**src/rtl/inertial_intf_pkg.sv**
```systemverilog
// Shared definitions for the inertial sensor interface: sequencer states,
// IMU command words and the SPI serial-clock divide constants.
// Pure declarations; no logic, no latency, no flow control.
package inertial_intf_pkg;

  // Sequencer states: power-up wait, four config writes, then the read loop.
  typedef enum logic [3:0] {
    INIT_WAIT,
    INIT1,
    INIT2,
    INIT3,
    INIT4,
    IDLE,
    RD_PL,
    RD_PH,
    RD_AL,
    RD_AH
  } state_t;

  // Configuration writes, issued once after every reset in this order.
  localparam logic [15:0] CMD_INIT1 = 16'h0D02;  // data-ready interrupt enable
  localparam logic [15:0] CMD_INIT2 = 16'h1053;  // accel 208 Hz
  localparam logic [15:0] CMD_INIT3 = 16'h1150;  // gyro 208 Hz
  localparam logic [15:0] CMD_INIT4 = 16'h1460;  // rounding

  // Register reads: address in the high byte, data comes back in the low byte.
  localparam logic [15:0] CMD_RD_PL = 16'hA200;
  localparam logic [15:0] CMD_RD_PH = 16'hA300;
  localparam logic [15:0] CMD_RD_AL = 16'hAC00;
  localparam logic [15:0] CMD_RD_AH = 16'hAD00;

  // SCLK is the MSB of a free-running divider while a frame is active.
  localparam int unsigned SCLK_DIV = 32;
  localparam int unsigned DIV_W    = $clog2(SCLK_DIV);
  // Start in the high half so SCLK idles high for a quarter period before
  // the first fall.
  localparam logic [DIV_W-1:0] DIV_PRELOAD = DIV_W'(SCLK_DIV * 3 / 4 - 1);
  // Last count of the low half: the next edge raises SCLK, so MISO is
  // captured here.
  localparam logic [DIV_W-1:0] DIV_SAMPLE  = DIV_W'(SCLK_DIV / 2 - 1);

endpackage

```
**src/rtl/inertial_intf_spi_mnrch.sv**
```systemverilog
// SPI master: one 16-bit MSB-first frame per wrt, SCLK = clk/32 idle high.
// Latency: 520 clk from wrt to done; done and rd_data valid together for 1 clk.
// Backpressure: wrt is ignored while a frame is active; the caller waits for done.
// Ports: clk, rst_n (async active-low); wrt/cmd start a frame; done/rd_data
// report the result; SS_n/SCLK/MOSI/MISO are the serial pins.
module spi_mnrch
  import inertial_intf_pkg::*;
(
  input  logic        clk,
  input  logic        rst_n,
  input  logic        wrt,
  input  logic [15:0] cmd,
  output logic        done,
  output logic [15:0] rd_data,
  output logic        SS_n,
  output logic        SCLK,
  output logic        MOSI,
  input  logic        MISO
);

  logic             r_active;
  logic [DIV_W-1:0] r_div;
  logic [4:0]       r_bit_cnt;  // SCLK rises seen so far in this frame
  logic [15:0]      r_shft;     // outgoing command, incoming data fills LSB
  logic             r_miso;     // MISO captured just before the SCLK rise
  logic             r_done;

  logic w_fall;
  logic w_sample;

  assign w_fall   = r_active && (&r_div);
  assign w_sample = r_active && (r_div == DIV_SAMPLE);

  always_ff @(posedge clk or negedge rst_n) begin
    if (!rst_n) begin
      r_active  <= 1'b0;
      r_div     <= '0;
      r_bit_cnt <= '0;
      r_shft    <= '0;
      r_miso    <= 1'b0;
      r_done    <= 1'b0;
    end else begin
      r_done <= 1'b0;
      if (!r_active) begin
        if (wrt) begin
          r_active  <= 1'b1;
          r_div     <= DIV_PRELOAD;
          r_bit_cnt <= '0;
          r_shft    <= cmd;
        end
      end else begin
        r_div <= r_div + DIV_W'(1);
        if (w_sample) begin
          r_miso    <= MISO;
          r_bit_cnt <= r_bit_cnt + 5'd1;
        end
        if (w_fall) begin
          if (r_bit_cnt == 5'd16) begin
            // Terminal count: absorb the last sampled bit and end the frame
            // instead of producing a 17th fall.
            r_shft   <= {r_shft[14:0], r_miso};
            r_active <= 1'b0;
            r_done   <= 1'b1;
          end else if (r_bit_cnt != 5'd0) begin
            // The MSB is already on MOSI, so the first fall does not shift.
            r_shft <= {r_shft[14:0], r_miso};
          end
        end
      end
    end
  end

  assign SS_n    = ~r_active;
  assign SCLK    = r_active ? r_div[DIV_W-1] : 1'b1;
  assign MOSI    = r_active ? r_shft[15] : 1'b0;
  assign done    = r_done;
  assign rd_data = r_shft;

endmodule

```
**src/rtl/inertial_intf.sv**
```systemverilog
// IMU sequencer: power-up wait, four config writes, then a 4-read burst per INT.
// Latency: vld pulses 1 clk after the done of the last read of a burst.
// Backpressure: none upstream; each SPI command waits for the previous done.
// Ports: clk, rst_n (async active-low); INT async data-ready; SS_n/SCLK/MOSI/
// MISO to the IMU; vld strobes a new coherent ptch_rt/AZ pair.
module inertial_intf
  import inertial_intf_pkg::*;
#(
  parameter int INIT_W = 16
) (
  input  logic        clk,
  input  logic        rst_n,
  input  logic        INT,
  output logic        SS_n,
  output logic        SCLK,
  output logic        MOSI,
  input  logic        MISO,
  output logic        vld,
  output logic [15:0] ptch_rt,
  output logic [15:0] AZ
);

  state_t            r_state;
  state_t            w_nxt;
  logic [INIT_W-1:0] r_timer;
  logic              r_int_ff1;
  logic              r_int_ff2;
  logic              r_wrt;
  logic [15:0]       r_cmd;
  logic              w_wrt;
  logic [15:0]       w_cmd;
  logic              w_done;
  logic [15:0]       w_rd_data;
  logic [7:0]        r_pl;
  logic [7:0]        r_ph;
  logic [7:0]        r_al;
  logic [15:0]       r_ptch;
  logic [15:0]       r_az;
  logic              r_vld;
  logic              w_unused_hi;

  // Command byte echoes back in the high half of every read; only the low
  // byte carries register data.
  assign w_unused_hi = ^w_rd_data[15:8];

  spi_mnrch u_spi (
    .clk     (clk),
    .rst_n   (rst_n),
    .wrt     (r_wrt),
    .cmd     (r_cmd),
    .done    (w_done),
    .rd_data (w_rd_data),
    .SS_n    (SS_n),
    .SCLK    (SCLK),
    .MOSI    (MOSI),
    .MISO    (MISO)
  );

  // Next state and the command to launch on that transition. Launching only
  // on transitions gives exactly one wrt per frame, and it reaches the SPI
  // engine one clk after done, when the engine is already idle.
  always_comb begin
    w_nxt = r_state;
    w_wrt = 1'b0;
    w_cmd = 16'h0000;
    case (r_state)
      INIT_WAIT: if (&r_timer) begin w_nxt = INIT1; w_wrt = 1'b1; w_cmd = CMD_INIT1; end
      INIT1:     if (w_done)   begin w_nxt = INIT2; w_wrt = 1'b1; w_cmd = CMD_INIT2; end
      INIT2:     if (w_done)   begin w_nxt = INIT3; w_wrt = 1'b1; w_cmd = CMD_INIT3; end
      INIT3:     if (w_done)   begin w_nxt = INIT4; w_wrt = 1'b1; w_cmd = CMD_INIT4; end
      INIT4:     if (w_done)   begin w_nxt = IDLE; end
      // INT is only looked at here, so edges during a burst are ignored and a
      // level still high after the burst starts the next one right away.
      IDLE:      if (r_int_ff2) begin w_nxt = RD_PL; w_wrt = 1'b1; w_cmd = CMD_RD_PL; end
      RD_PL:     if (w_done)   begin w_nxt = RD_PH; w_wrt = 1'b1; w_cmd = CMD_RD_PH; end
      RD_PH:     if (w_done)   begin w_nxt = RD_AL; w_wrt = 1'b1; w_cmd = CMD_RD_AL; end
      RD_AL:     if (w_done)   begin w_nxt = RD_AH; w_wrt = 1'b1; w_cmd = CMD_RD_AH; end
      RD_AH:     if (w_done)   begin w_nxt = IDLE; end
      default:   w_nxt = INIT_WAIT;
    endcase
  end

  always_ff @(posedge clk or negedge rst_n) begin
    if (!rst_n) begin
      r_state   <= INIT_WAIT;
      r_timer   <= '0;
      r_int_ff1 <= 1'b0;
      r_int_ff2 <= 1'b0;
      r_wrt     <= 1'b0;
      r_cmd     <= 16'h0000;
      r_pl      <= 8'h00;
      r_ph      <= 8'h00;
      r_al      <= 8'h00;
      r_ptch    <= 16'h0000;
      r_az      <= 16'h0000;
      r_vld     <= 1'b0;
    end else begin
      r_state   <= w_nxt;
      r_int_ff1 <= INT;
      r_int_ff2 <= r_int_ff1;
      r_wrt     <= w_wrt;
      if (w_wrt) begin
        r_cmd <= w_cmd;
      end
      if ((r_state == INIT_WAIT) && !(&r_timer)) begin
        r_timer <= r_timer + INIT_W'(1);
      end
      r_vld <= 1'b0;
      if (w_done) begin
        case (r_state)
          RD_PL: r_pl <= w_rd_data[7:0];
          RD_PH: r_ph <= w_rd_data[7:0];
          RD_AL: r_al <= w_rd_data[7:0];
          // Both outputs load on the same edge from the held bytes, so a
          // reader never sees half of an old pair and half of a new one.
          RD_AH: begin
            r_ptch <= {r_ph, r_pl};
            r_az   <= {w_rd_data[7:0], r_al};
            r_vld  <= 1'b1;
          end
          default: ;
        endcase
      end
    end
  end

  assign vld     = r_vld;
  assign ptch_rt = r_ptch;
  assign AZ      = r_az;

endmodule
```
**config.mk**
```make
export PLATFORM = sky130hd
export DESIGN_NAME = inertial_intf
export DESIGN_NICKNAME = d
export VERILOG_FILES = /design/src/rtl/inertial_intf_pkg.sv /design/src/rtl/inertial_intf_spi_mnrch.sv /design/src/rtl/inertial_intf.sv
export SDC_FILE = /design/constraint.sdc
export NUM_CORES = 1
export LEC_CHECK = 0
export ABC_AREA = 1
export CORE_UTILIZATION = 35
export CTS_CLUSTER_DIAMETER = 100
export DETAILED_ROUTE_END_ITERATION = 16
export PLACE_DENSITY_LB_ADDON = 0.12
export SYNTH_ARGS = -nofsm -noshare
export SYNTH_HDL_FRONTEND = slang
export SYNTH_SLANG_ARGS = --single-unit
```
**constraint.sdc**
```tcl
create_clock -name clk -period 1.8 [get_ports clk]
set_input_delay 0.54 -clock clk [delete_from_list [all_inputs] [get_ports clk]]
set_output_delay 0.54 -clock clk [all_outputs]
set_load 0.05 [all_outputs]
```
[Yosys cells after proc, flatten, opt, wreduce, memory -nomap -nowiden]
Cells that the tools add are included.
Operators by class
  $add $sub $neg: 3
  eq/ne operators: 23
  mux-type cells: 44
  bitwise operators: 1
  reductions and logical operators: 19
Operators by type and width (number)
  $mux 16: 9
  $pmux 16 s8: 1
  $mux 13: 3
  $mux 4: 9
  $pmux 4 s9: 1
  $mux 5: 5
  $add 16x1->16 const B: 1
  $eq 4x3->1 const B: 4
  $reduce_and 16->1: 1
  $mux 1: 14
  $ne 2x1->1 const B: 7
  $mux 12: 1
  $reduce_and 2->1: 6
  $add 5x1->5 const B: 2
  $reduce_and 9->1: 1
  $eq 4x2->1 const B: 2
  $eq 4x4->1 const B: 2
  $ne 2x2->1 const B: 4
  $reduce_or 6->1: 1
  $eq 5x4->1 const B: 1
  $eq 5x5->1 const B: 1
  $reduce_and 5->1: 1
  $reduce_bool 5->1: 1
  $eq 4x1->1 const B: 1
  9 further kinds: 11
Word-level totals
  bits in registers: 125
  input bits: 4
  output and inout port bits: 36
  word-level logic and storage cells: 108

[Logic depth before layout (Yosys ltp)]
Gate-level depths: netlist (run 1).
  word-level depth: 5
  gate-level depth with buffers: 11
  mapped depth without buffers: 10

[Hierarchy]
From an unflattened synthesis (run 1), not the netlist that was laid out.
Unflattened totals
  cells, all modules: 648
  area, all modules: 5390.2 um^2
Modules (own cells, without submodules)
  inertial_intf: times used 1, cells an instance 447, area each 3865.0 um^2, seq. area each 2252.2 um^2
  spi_mnrch: times used 1, cells an instance 201, area each 1525.2 um^2, seq. area each 725.7 um^2

[Worst setup path after synthesis (run 1)]
Ideal clock, no wire load.
  path type: register to register
  start: register u_spi.r_div[0]
  end: register u_spi.r_shft[15], in the netlist u_spi.rd_data[15]
  setup time: 0.125 ns
  arrival time: 1.521 ns
  data required time: 1.675 ns
  setup slack: 0.154 ns
  cell stages (with the launch flop): 9
  path buffers: 1
  clock period less this slack: 1.646 ns
  cells stage by stage: dfrtp_1 ha_1 and3_1 ha_1 nand3_1 nand2_2 buf_4 nor2_1 a21oi_1
On the way
  word-level cells in the longest chain between the ends: 4
Ends and longest elaborated chain
  start: declaration: RTL line inertial_intf_spi_mnrch.sv:22  | logic [DIV_W-1:0] r_div;
  start signal: assignment: RTL line inertial_intf_spi_mnrch.sv:52  | r_div <= r_div + DIV_W'(1);
  $reduce_and 5->1: RTL line inertial_intf_spi_mnrch.sv:31  | assign w_fall = r_active && (&r_div);
  $logic_and 1x1->1: RTL line inertial_intf_spi_mnrch.sv:31
  $ne 2x2->1 (no line)
  $reduce_and 3->1 (no line)
  end signal: assignment: RTL line inertial_intf_spi_mnrch.sv:49  | r_shft <= cmd;
  end signal: assignment: RTL line inertial_intf_spi_mnrch.sv:61  | r_shft <= {r_shft[14:0], r_miso};
  end signal: assignment: RTL line inertial_intf_spi_mnrch.sv:66  | r_shft <= {r_shft[14:0], r_miso};
  end: declaration: RTL line inertial_intf_spi_mnrch.sv:24  | logic [15:0] r_shft;
Every way passes these cells.
A chain may end at the register's enable or synchronous reset.

[Worst setup path after layout (run 1)]
  start: register u_spi.r_active
  end: output port SCLK
On the way
  word-level cells in the longest chain between the ends: 1
Ends and longest elaborated chain
  start: declaration: RTL line inertial_intf_spi_mnrch.sv:21  | logic r_active;
  start signal: assignment: RTL line inertial_intf_spi_mnrch.sv:36  | r_active <= 1'b0;
  start signal: assignment: RTL line inertial_intf_spi_mnrch.sv:46  | r_active <= 1'b1;
  start signal: assignment: RTL line inertial_intf_spi_mnrch.sv:62  | r_active <= 1'b0;
  $mux 1: RTL line inertial_intf_spi_mnrch.sv:74  | assign SCLK = r_active ? r_div[DIV_W-1] : 1'b1;
  end: declaration: RTL line inertial_intf.sv:15  | output logic SCLK,
Every way passes these cells.

==> flow_summary.ini, run 1 <==
[layout]
design_area_sq_um = 6640
insertedDiodeCount = 0
instances_no_fill = 821
layout.nets = 634
drive_gt1_frac = 0.195
ff_latch_area_sq_um = 2980
area_growth_pct = 26.4
num-fill-cells = 1373
multi_input_area_sq_um = 1980

[routing]
ant_nets = 0
wl_met3_um = 301
routed.top_layer = met4
drc = 0
first_pass_iters = 4
vias = 3853
drtIter0Drc = 233
avgRoutedWirePerCell_um = 13.4
wl_met1_um = 5470
avgViaCountPerCell = 4.69
wl_met2_um = 5080
wirelength_um = 11000

[placed_design]
dp_cells = 786
port_buffers = 39
hpwl_um = 7480
place_area_sq_um = 5920
place.gp.congestion = 0.799

[yosys]
synth-seq-cells = 119
synth_edf_count = 0
synth_area_sq_um = 5260
avgSynthCellArea_sq_um = 9.17
async_reset_ff_frac = 1.00
ys.flop_type = dfrtp_1
synthCells = 573
syn_nets = 583
ys_types = 36
ys_seq_area_frac = 0.567
yosysWarnings = 0

[floorplan]
die_area_sq_um = 15500
fp.dieH_um = 125
initial_core_util = 0.360
die_x_um = 125
pin_count = 40
coreArea_sq_um = 14600
rows = 44

[critical_path]
worstPathMaxFanout = 8
r2r.worst_path.cells = 7
worst_ep_required_time_ns = 1.26
path_class = flip-flop to output port
cp-end-kind = output port
cp.arrival_ns = 1.22
cp-start-kind = flip-flop

[timing]
finalCriticalPeriod_ns = 1.76
hold_viol = 0
tightest_slew_ns = 0.492
max_clock_freq_ghz = 0.570
maxSlewViolCount = 0
setup_violations = 0
finClkSkew_ns = 0.00918
period_share = 0.975
maxSlewHeadroom = 0.669

[status]
status = finished clean

[clock_tree]
postCtsHoldBufs = 0
cts.clk_slew.worst_paths_ns = 0.05
cts_tree = done
cts_buffers = 17
cts.path.max_buffers = 2
clock_tree.root_cell = clkbuf_16
clock_latency_ns = 0.42
cts_max_level = 4
cts.sinks = 119

[job]
max_cap_violations = 0

[min_path]
hp-class = primary input to asynchronous set/reset pin

[power]
ir_drop_mv = 0.624
power_density_nw_per_um2 = 993
power_leakage_uw = 0.00321
totalPowerFinal_uw = 6600

[global_routing]
track_usage = 0.151
grt_pass1_wl_um = 18500
grt_overflow_total = 0
antenna_found_initial = 0
grt_pass1_vias = 3748
grt_max_degree = 60
==> what timing repair did <==
| item | in CTS | in global routing |
|---|---|---|
| endpoints found under the hold margin | 0 | 0 |
| cloned | 0 | 1 |
| pin swaps | 0 | 1 |
| endpoints found under the setup margin | 13 | 17 |
| gates resized for setup | 4 | 5 |
| setup buffers | 0 | 2 |
==> layer usage <==
| layer | track usage | vias up |
|---|---|---|
| met4 | 0.0695 | 0 |
| met2 | 0.231 | 54 |
| li1 | - | 1947 |
| met3 | 0.0395 | 15 |
| met1 | 0.200 | 1837 |
| met5 | 0 | - |
==> path summary, 6_finish.rpt <==
kind,slack [ns],endpoint,startpoint
min in group clk,0.35,r_int_ff2,r_int_ff1
hold / removal,0.01,ptch_rt[3],rst_n
max in group asynchronous,1.18,r_timer[5],rst_n
setup / recovery,0.04,SCLK,u_spi.r_active
setup reg to reg,0.08,u_spi.rd_data[4],u_spi.r_div[0]
hold reg to reg,0.35,r_int_ff2,r_int_ff1
==> cells in the final DEF (no fill, tap or decap), drive strengths merged <==
cell type        n
nand2          185
dfrtp          119
o21ai           68
inv             57
buf             46
nor2            42
nand3           21
clkbuf          19
nand4           11
a21oi           10
o211ai           8
xor2             7
xnor2            7
bufinv           6
ha               6
clkinv           6
o22ai            4
nor3             4
nor4             2
clkdlybuf4s50    2
and3             1
o21bai           1
a21boi           1
a22oi            1
o21a             1
or2              1
clkinvlp         1
==> through the flow <==
stage | setup WS (ns) | utilization | setup TNS, ns | hold WS [ns]
finish | 0.0443 | 0.455 | 0 | 0.0122
global route | -0.00256 | 0.455 | -0.00256 | 0.0213
CTS | 0.00100 | 0.453 | 0 | 0.00910
detailed placement | -0.0542 | 0.406 | -0.383 | 0.337
global placement | 0.0516 | 0.406 | 0 | 0.332
floorplan | 0.154 | - | 0 | 0.244
==> critical path, stage by stage (launching register included) <==
cell and delay (ns):
dfrtp_2 0.47, nand2_1 0.12, buf_4 0.20
==> layout make-up <==
class                           count  area share
Clock buffer                       19      0.0667
Clock inverter                     13      0.0339
Inverter                           57      0.0326
Multi-Input combinational cell    381       0.298
Sequential cell                   119       0.449
Tap cell                          184      0.0347
Timing Repair Buffer               48      0.0857
==> cells in the mapped netlist (2+ instances only) <==
library cell,count,share of area
o22ai_1,4,0.0048
a21oi_1,10,0.0095
o21ai_1,9,0.0086
inv_1,48,0.034
nand2_2,11,0.013
o21ai_0,58,0.055
buf_6,4,0.0086
nor2_1,29,0.021
nor4_1,2,0.0024
xnor2_1,7,0.012
nand4_1,11,0.013
nor2_8,3,0.011
inv_2,8,0.0057
nand3_1,20,0.019
buf_2,6,0.0057
nand2_1,168,0.12
nor2_4,4,0.0086
nor2_2,6,0.0071
nand2_4,5,0.011
ha_1,6,0.014
buf_4,3,0.0043
o211ai_1,8,0.011
nor3_1,3,0.0029
clkbuf_1,4,0.0029
xor2_1,7,0.012
dfrtp_1,119,0.57
==> where the power goes <==
group	switching (uW)	internal [uW]	total [uW]
combinational	53.7	14.1	67.8
sequential	1.25	2680	2680
clock	1220	2630	3850
==> flip-flops by register name, indices dropped and copies added (netlist names), 4 cells and up <==
name / cells
AZ: 16
ptch_rt: 16
r_timer: 16
u_spi.rd_data: 16
r_cmd: 10
r_al: 8
r_ph: 8
r_pl: 8
u_spi.r_bit_cnt: 5
u_spi.r_div: 5
r_state: 4
==> cell families (layout without fill, tap and decap cells) <==
| group | count (synthesis) | in the layout | synth area share |
|---|---|---|---|
| xor+xnor | 14 | 14 | 0.0233 |
| fa+ha+maj | 6 | 6 | 0.0143 |
| simple gates | 266 | 267 | 0.237 |
| compound gates | 94 | 94 | 0.0969 |
| buf+inv | 74 | 137 | 0.0621 |
| flops | 119 | 119 | 0.567 |
No activity file was read; power rests on OpenSTA's default activity.
==> run 2: changes to the inputs <==
--- a/config.mk
+++ b/config.mk
@@ -6,6 +6,8 @@
 export NUM_CORES = 1
 export LEC_CHECK = 0
 export ABC_AREA = 1
+export CELL_PAD_IN_SITES_DETAIL_PLACEMENT = 1
+export CELL_PAD_IN_SITES_GLOBAL_PLACEMENT = 1
 export CORE_UTILIZATION = 35
 export CTS_CLUSTER_DIAMETER = 100
 export DETAILED_ROUTE_END_ITERATION = 16
==> flow_summary.ini, run 2 (synthesis results as in run 1) <==
[power]
p_sw_uw = 1260
power_leakage_uw = 0.00321
swShare = 0.202
ir_drop_mv = 0.583
internal_power_uw = 5000
seqPwrFrac = 0.428
totalPowerFinal_uw = 6260
pwr-share-clk = 0.560
share_comb_of_total_power = 0.012
power_density_nw_per_um2 = 941

[clock_tree]
cts_buffers = 17
cts_tree = done
postCtsHoldBufs = 0
cts.clk_slew.worst_paths_ns = 0.06
cts.sinks = 119
clock_tree.root_cell = clkbuf_16
cts_max_level = 4
clock_latency_ns = 0.42
cts.path.max_buffers = 2

[critical_path]
crit_slowest_cell = dfrtp_2
slowest_delay_ns = 0.46
worstPathMaxFanout = 10
path_class = flip-flop to output port
cp.arrival_ns = 1.20
cp-end-kind = output port
worst_ep_required_time_ns = 1.26
path_cells = inv_4 -> buf_6
cp-start-kind = flip-flop

[timing]
hold_viol = 0
period_share = 0.968
tightest_slew_ns = 0.456
maxSlewHeadroom = 0.693
max_clock_freq_ghz = 0.574
finClkSkew_ns = 0.00803
setup-tns-final_ns = 0
whs_ns = 0.0679
finalCriticalPeriod_ns = 1.74
rsz0062_at_grt = false
maxSlewViolCount = 0
setup_violations = 0

[floorplan]
die_area_sq_um = 15500
pin_count = 40
fp.dieH_um = 125
die_x_um = 125
coreArea_sq_um = 14600
rows = 44
initial_core_util = 0.360

[routing]
avgViaCountPerCell = 4.80
drtIter0Drc = 176
wirelength_um = 12400
drc = 0
ant_nets = 0
first_pass_iters = 4
avgRoutedWirePerCell_um = 15.0
vias = 3975

[placed_design]
hpwl_um = 8600
place_area_sq_um = 6000
port_buffers = 39
place.gp.congestion = 0.806

[global_routing]
grt_max_degree = 42
grt_overflow_total = 0
grt_pass1_wl_um = 21200
track_usage = 0.173
grt_pass1_vias = 4259
antenna_found_initial = 0

[layout]
drive_gt1_frac = 0.203
insertedDiodeCount = 0
final_cell_mix = 167 x nand2_1, 117 x dfrtp_1, 58 x o21ai_0
design_area_sq_um = 6660
layout_commonest_cell = nand2_1
num-fill-cells = 1652
area_growth_pct = 26.7
layout.nets = 641

[status]
status = finished clean

[min_path]
hp-class = primary input to asynchronous set/reset pin

[job]
max_cap_violations = 0
## run 2: metal layers
metal  GRT usage  vias up  wire [um]
met5           0        -          0
met4      0.0680        0        155
met2       0.283       58       6080
met1       0.220     1940       5860
li1            -     1962          -
met3      0.0421       15        302
## run 2: cell type report
type | count | area [sq um] | share of cell area
multi-input cells | 381 | 1970 | 0.297
clock buffers | 18 | 429 | 0.0644
flip-flops and latches | 119 | 2980 | 0.448
repair buffers | 55 | 647 | 0.0971
well taps | 184 | 230 | 0.0346
inverters | 57 | 216 | 0.0325
clock inverters | 14 | 181 | 0.0272
## run 2: path summary, 6_finish.rpt
check | start | end | slack, ns | cells past startpoint
worst max-delay path | u_spi.r_active | SS_n | 0.06 | 2
worst min-delay path | rst_n | AZ[11] | 0.07 | 1
worst max register to register | u_spi.r_div[0] | u_spi.r_bit_cnt[4] | 0.07 | 9
worst min register to register | r_int_ff1 | r_int_ff2 | 0.35 | 0
max in group asynchronous | rst_n | u_spi.r_div[3] | 1.22 | 2
min in group clk | r_int_ff1 | r_int_ff2 | 0.35 | 0
## run 2: repair_timing
action	in CTS	in global routing
pin swaps	0	1
setup buffers	2	0
resized for setup	3	6
gates cloned	0	1
endpoints found under the setup margin	14	15
## run 2: worst max-delay path, delay by kind of cell (launching register included)
| kind | cells | cell delay [ns] |
|---|---|---|
| flip-flops | 1 | 0.46 |
| buffers and inverters | 2 | 0.33 |
## run 2: power groups by stage
stage | combinational (uW) | sequential, uW | clock [uW]
floorplan | 0.0164 | 2730 | 0
global placement | 81.6 | 2730 | 0
detailed placement | 83.9 | 2730 | 0
CTS | 84.2 | 2680 | 3600
global route | 92.0 | 2680 | 3740
finish | 77.2 | 2680 | 3510
## run 2: through the flow
stage               instances  setup slack [ns]  utilization
floorplan                 573             0.154            -
global placement          793            0.0147        0.411
finish                    828            0.0580        0.456
global route              828           0.00355        0.456
detailed placement        793           -0.0273        0.411
CTS                       827           0.00119        0.455
